`config.mk`:
```
export PLATFORM = sky130hd
export DESIGN_NAME = oc8051_stack_ctrl
export DESIGN_NICKNAME = d
export VERILOG_FILES = /design/src/rtl/oc8051_stack_ctrl.sv
export SDC_FILE = /design/constraint.sdc
export NUM_CORES = 1
export LEC_CHECK = 0
export BUFFER_PORTS_ARGS = -buffer_cell sky130_fd_sc_hd__buf_4
export CAP_MARGIN = 20
export CORE_UTILIZATION = 46
export DETAILED_ROUTE_END_ITERATION = 7
export GPL_TIMING_DRIVEN = 0
export HOLD_SLACK_MARGIN = 0.06
export PLACE_DENSITY = 0.95
export SYNTH_ARGS = -nofsm -noshare
export SYNTH_HDL_FRONTEND = slang
export SYNTH_SLANG_ARGS = --single-unit
export TNS_END_PERCENT = 20
```
`constraint.sdc`:
```
create_clock -name clk -period 3.46 [get_ports clk]
set_clock_uncertainty 0.05 [all_clocks]
set_input_delay 0 -clock clk [delete_from_list [all_inputs] [get_ports clk]]
set_output_delay 0 -clock clk [all_outputs]
set_load 0.03 [all_outputs]
```
`src/rtl/oc8051_stack_ctrl.sv`:
```
// oc8051_stack_ctrl: stack-pointer controller for the oc8051 core.
// Holds SP, generates the internal-RAM write address for pushes (pre-increment)
// and the read address for pops (post-decrement). SP is writable from the SFR
// bus. Defining OC8051_SP_GUARD_EN adds a programmable stack limit with sticky
// overflow/underflow flags; the default build has neither.
module oc8051_stack_ctrl #(
  parameter int            AW       = 8,
  parameter logic [AW-1:0] RST_SP   = 'h07,
  parameter logic [7:0]    SP_ADDR  = 8'h81,
  parameter logic [7:0]    LIM_ADDR = 8'h8F,
  parameter logic [AW-1:0] LIM_RST  = '1
) (
  input  logic          clk,
  input  logic          rst,
  input  logic          push,
  input  logic          pop,
  input  logic          wr,
  input  logic          wr_bit,
  input  logic [7:0]    wr_addr,
  input  logic [AW-1:0] data_in,
  input  logic          clr_flags,
  output logic [AW-1:0] sp_out,
  output logic [AW-1:0] lim_out,
  output logic          mem_we,
  output logic [AW-1:0] mem_waddr,
  output logic [AW-1:0] mem_raddr,
  output logic [AW-1:0] depth,
  output logic          ovf,
  output logic          unf
);

  localparam logic [AW-1:0] ONE = {{(AW-1){1'b0}}, 1'b1};

  logic [AW-1:0] sp_q;
  logic [AW-1:0] sp_d;
  logic          sp_wr;
  logic          push_req;
  logic          pop_req;
  logic          stack_full;
  logic          stack_empty;
  logic          push_eff;
  logic          pop_eff;

  // Requests seen while reset is held must not reach the RAM strobes.
  assign push_req = push & ~rst;
  assign pop_req  = pop  & ~rst;

  // A byte write to SP wins over any stack operation in the same cycle.
  assign sp_wr = wr & ~wr_bit & (wr_addr == SP_ADDR);

  assign push_eff = push_req & ~stack_full  & ~sp_wr;
  assign pop_eff  = pop_req  & ~stack_empty & ~sp_wr;

`ifdef OC8051_SP_GUARD_EN
  logic [AW-1:0] lim_q;
  logic          lim_wr;
  logic          ovf_q;
  logic          unf_q;
  logic          ovf_set;
  logic          unf_set;

  assign lim_wr      = wr & ~wr_bit & (wr_addr == LIM_ADDR);
  assign stack_full  = (sp_q == lim_q);
  assign stack_empty = (sp_q == RST_SP);

  // A blocked request raises its flag, except when an SP write drops it anyway.
  assign ovf_set = push_req & stack_full  & ~sp_wr;
  assign unf_set = pop_req  & stack_empty & ~sp_wr;

  // Limit register: loads independently of any SP write in the same cycle.
  always_ff @(posedge clk or posedge rst) begin
    if (rst) begin
      lim_q <= LIM_RST;
    end else if (lim_wr) begin
      lim_q <= data_in;
    end
  end

  // Sticky flags: a same-cycle set beats clr_flags.
  always_ff @(posedge clk or posedge rst) begin
    if (rst) begin
      ovf_q <= 1'b0;
      unf_q <= 1'b0;
    end else begin
      ovf_q <= ovf_set | (ovf_q & ~clr_flags);
      unf_q <= unf_set | (unf_q & ~clr_flags);
    end
  end

  assign lim_out = lim_q;
  assign ovf     = ovf_q;
  assign unf     = unf_q;
`else
  logic guard_unused;

  assign stack_full   = 1'b0;
  assign stack_empty  = 1'b0;
  assign lim_out      = '0;
  assign ovf          = 1'b0;
  assign unf          = 1'b0;
  assign guard_unused = &{1'b0, clr_flags, (wr_addr == LIM_ADDR)};
`endif

  // Next-SP selection in priority order: SFR write, replace-top, push, pop, hold.
  always_comb begin
    // NOTE: default first so every path assigns sp_d and no latch is inferred.
    sp_d = sp_q;
    if (sp_wr) begin
      sp_d = data_in;
    end else if (push_eff && pop_eff) begin
      sp_d = sp_q;
    end else if (push_eff) begin
      sp_d = sp_q + ONE;
    end else if (pop_eff) begin
      sp_d = sp_q - ONE;
    end
  end

  // SP register.
  always_ff @(posedge clk or posedge rst) begin
    // NOTE: non-blocking assignments for state so all flops update together.
    if (rst) begin
      sp_q <= RST_SP;
    end else begin
      sp_q <= sp_d;
    end
  end

  // Replace-top overwrites the current top; a plain push writes one slot above.
  assign mem_we    = push_eff;
  assign mem_waddr = (push_eff & pop_eff) ? sp_q : (sp_q + ONE);
  assign mem_raddr = sp_q;
  assign depth     = sp_q - RST_SP;
  assign sp_out    = sp_q;

endmodule
```
==> impl_metrics.env <==
export IMPL_status="finished, final reports clean"
export IMPL_power_density_mw_per_mm2=944
export IMPL_hold_buffers=9
export IMPL_ys_types=41
export IMPL_design_power_total_uw=1580
export IMPL_post_route_period_util_pct=61.9
export IMPL_synth_ff_type="dfrtp_1"
export IMPL_max_cap_violations=0
export IMPL_setup_violations_final=0
export IMPL_place_inst=228
export IMPL_slew_viol_final=0
export IMPL_finalCriticalPeriod_ps=2140
export IMPL_cp_arrival_ps=2090
export IMPL_hpwlAfterDp_mm=2.31
export IMPL_end_kind="output port"
export IMPL_cp_required_ps=3410
export IMPL_fillers=171
export IMPL_cts_made_buffers=3
export IMPL_grt_max_degree=11
export IMPL_dr_pass1_iters=5
export IMPL_postRouteAntennaNets=0
export IMPL_antenna_found_initial=0
export IMPL_layout_nets=239
export IMPL_async_flop_share_pct=100
export IMPL_cts_sinks=8
export IMPL_synth_edf_count=0
export IMPL_gp_congestion=0.854
export IMPL_crit_path_max_fanout=8
export IMPL_routed_wl_mm=3.10
export IMPL_yosys_register_bits=8
export IMPL_grt_pass1_vias=1139
export IMPL_final_cells=241
export IMPL_dieArea_mm2=0.00254
export IMPL_slew_headroom_pct=55.9
export IMPL_tritoncts="built"
export IMPL_io_buffers=54
export IMPL_drc=0
export IMPL_drive_gt1_share_pct=40.4
export IMPL_rsz0062_at_grt="false"
export IMPL_floorplan_rows=17
export IMPL_final_core_util_pct=75.5
export IMPL_via_per_inst=5.14
export IMPL_fmax_mhz=467
export IMPL_post_cts_buffers=0
export IMPL_n_antenna_cell=0
export IMPL_start_util_pct=48.8
export IMPL_globalRouteTotalUtil_pct=26.0
export IMPL_synth_area_per_cell_um2=7.87
export IMPL_overflow=0
export IMPL_finalHoldViolations=0
export IMPL_syn_instance_count=137
export IMPL_coreArea_mm2=0.00221
export IMPL_clk_pin_slew_worst_paths_ps=70
export IMPL_largest_reg_flops=8
export IMPL_drtIter0Drc=23
export IMPL_crit_type="primary input to output port"
export IMPL_ios=66
export IMPL_wl_per_cell_um=12.9
export IMPL_worst_pin_slew_ps=660
export IMPL_ctsResizeCount=0
export IMPL_area_growth_syn_to_layout_pct=54.8
export IMPL_setup_tns_ps=0
export IMPL_h_tree_depth=1
export IMPL_yosys_warnings=0
export IMPL_power_leakage_uw=0.000803
export IMPL_grt_pass1_wl_mm=4.91
export IMPL_layout_commonest_cell="buf_4"
export IMPL_vias=1239
export IMPL_cts_buffer_depth=2
export IMPL_clk_insertion_delay_late_ps=280
export IMPL_fin_ws_ps=1320
export IMPL_vdd_ir_drop_max_mv=0.636
export IMPL_hp_class="primary input to flip-flop"
export IMPL_mostFrequentLayoutCells="72 x buf_4, 13 x nand2_1, 11 x xnor2_1"
export IMPL_pre_cts_ws_ps=1710
export IMPL_synthesis_area_mm2=0.00108
export IMPL_start_kind="primary input"
export IMPL_cts_root_buf="clkbuf_4"
export IMPL_fp_dieH_um=50.4
export IMPL_synth_seq_area_share_pct=18.9
export IMPL_chipWidth_um=50.4
[metrics by stage]
step / cell area, um^2 / hold WS (ps)
2_1_floorplan: 1110 / -236
3_3_place_gp: 1550 / -45.1
3_5_place_dp: 1550 / -30.2
4_1_cts: 1670 / 150
5_1_grt: 1670 / 164
6_report: 1670 / 143
[cell families (layout without fill, tap and decap cells)]
logic type               Yosys count  after routing  synth area share [%]
AO/OA/AOI/OAI                     22             22                  16.5
XOR/XNOR                          15             15                  12.2
adder cells (fa/ha/maj)            2              2                  2.32
buffers and inverters             32             99                  18.3
flip-flops                         8              8                  18.9
multiplexers                       2              2                  1.97
other                              1             10                 0.348
AND/OR/NAND/NOR                   55             55                  29.5
[area by class of cell]
type / instances / area [um^2] / share of cell area [%]
Inverter: 7 / 26.3 / 1.57
Sequential cell: 8 / 204 / 12.2
Buffer: 25 / 171 / 10.3
Timing Repair Buffer: 63 / 495 / 29.7
Tap cell: 28 / 35.0 / 2.10
Multi-Input combinational cell: 106 / 711 / 42.6
Clock buffer: 4 / 26.3 / 1.57
[critical path: stages]
cell and delay (ps):
dlygate4sd3_1 540, buf_4 150, nand2b_1 260, a311oi_4 570
mux2_2 400, buf_4 170
[path summary, 6_finish.rpt]
path | depth (start not counted) | startpoint | endpoint | slack [ps]
worst min register to register | 2 | mem_raddr[1]$_DFFE_PP1P_ | mem_raddr[1]$_DFFE_PP1P_ | 510
max in group asynchronous | 3 | rst | mem_raddr[0]$_DFFE_PP1P_ | 2830
worst max register to register | 5 | mem_raddr[2]$_DFFE_PP1P_ | mem_raddr[3]$_DFFE_PP0P_ | 1660
min in group asynchronous | 3 | rst | mem_raddr[6]$_DFFE_PP0P_ | 220
worst min-delay path | 5 | wr_addr[5] | mem_raddr[6]$_DFFE_PP0P_ | 140
worst max-delay path | 6 | rst | mem_waddr[1] | 1320
[power breakdown]
group	internal (uW)	switching (uW)
sequential	147	75.8
clock	44.7	44.1
combinational	499	765
total	690	885
[cell usage after synthesis (4+ instances only)]
master    instances  area share (%)
clkbuf_1          4             1.4
nor2_1            8             2.8
o21ai_0           4             1.9
dfrtp_1           5              12
xor2_1            4             3.2
inv_1             7             2.4
xnor2_1          11             8.9
nor3_1            8             3.7
nand3_1           5             2.3
nand2_1          13             4.5
buf_4            18              13
[layer usage]
metal / wire length, um / vias up / track usage [%]
li1: - / 603 / -
met1: 1200 / 556 / 28.5
met2: 1550 / 69 / 46.7
met5: 0 / - / 0
met4: 105 / 0 / 13.4
met3: 239 / 11 / 5.45
Note: power is estimated with default switching activity, not from simulation.
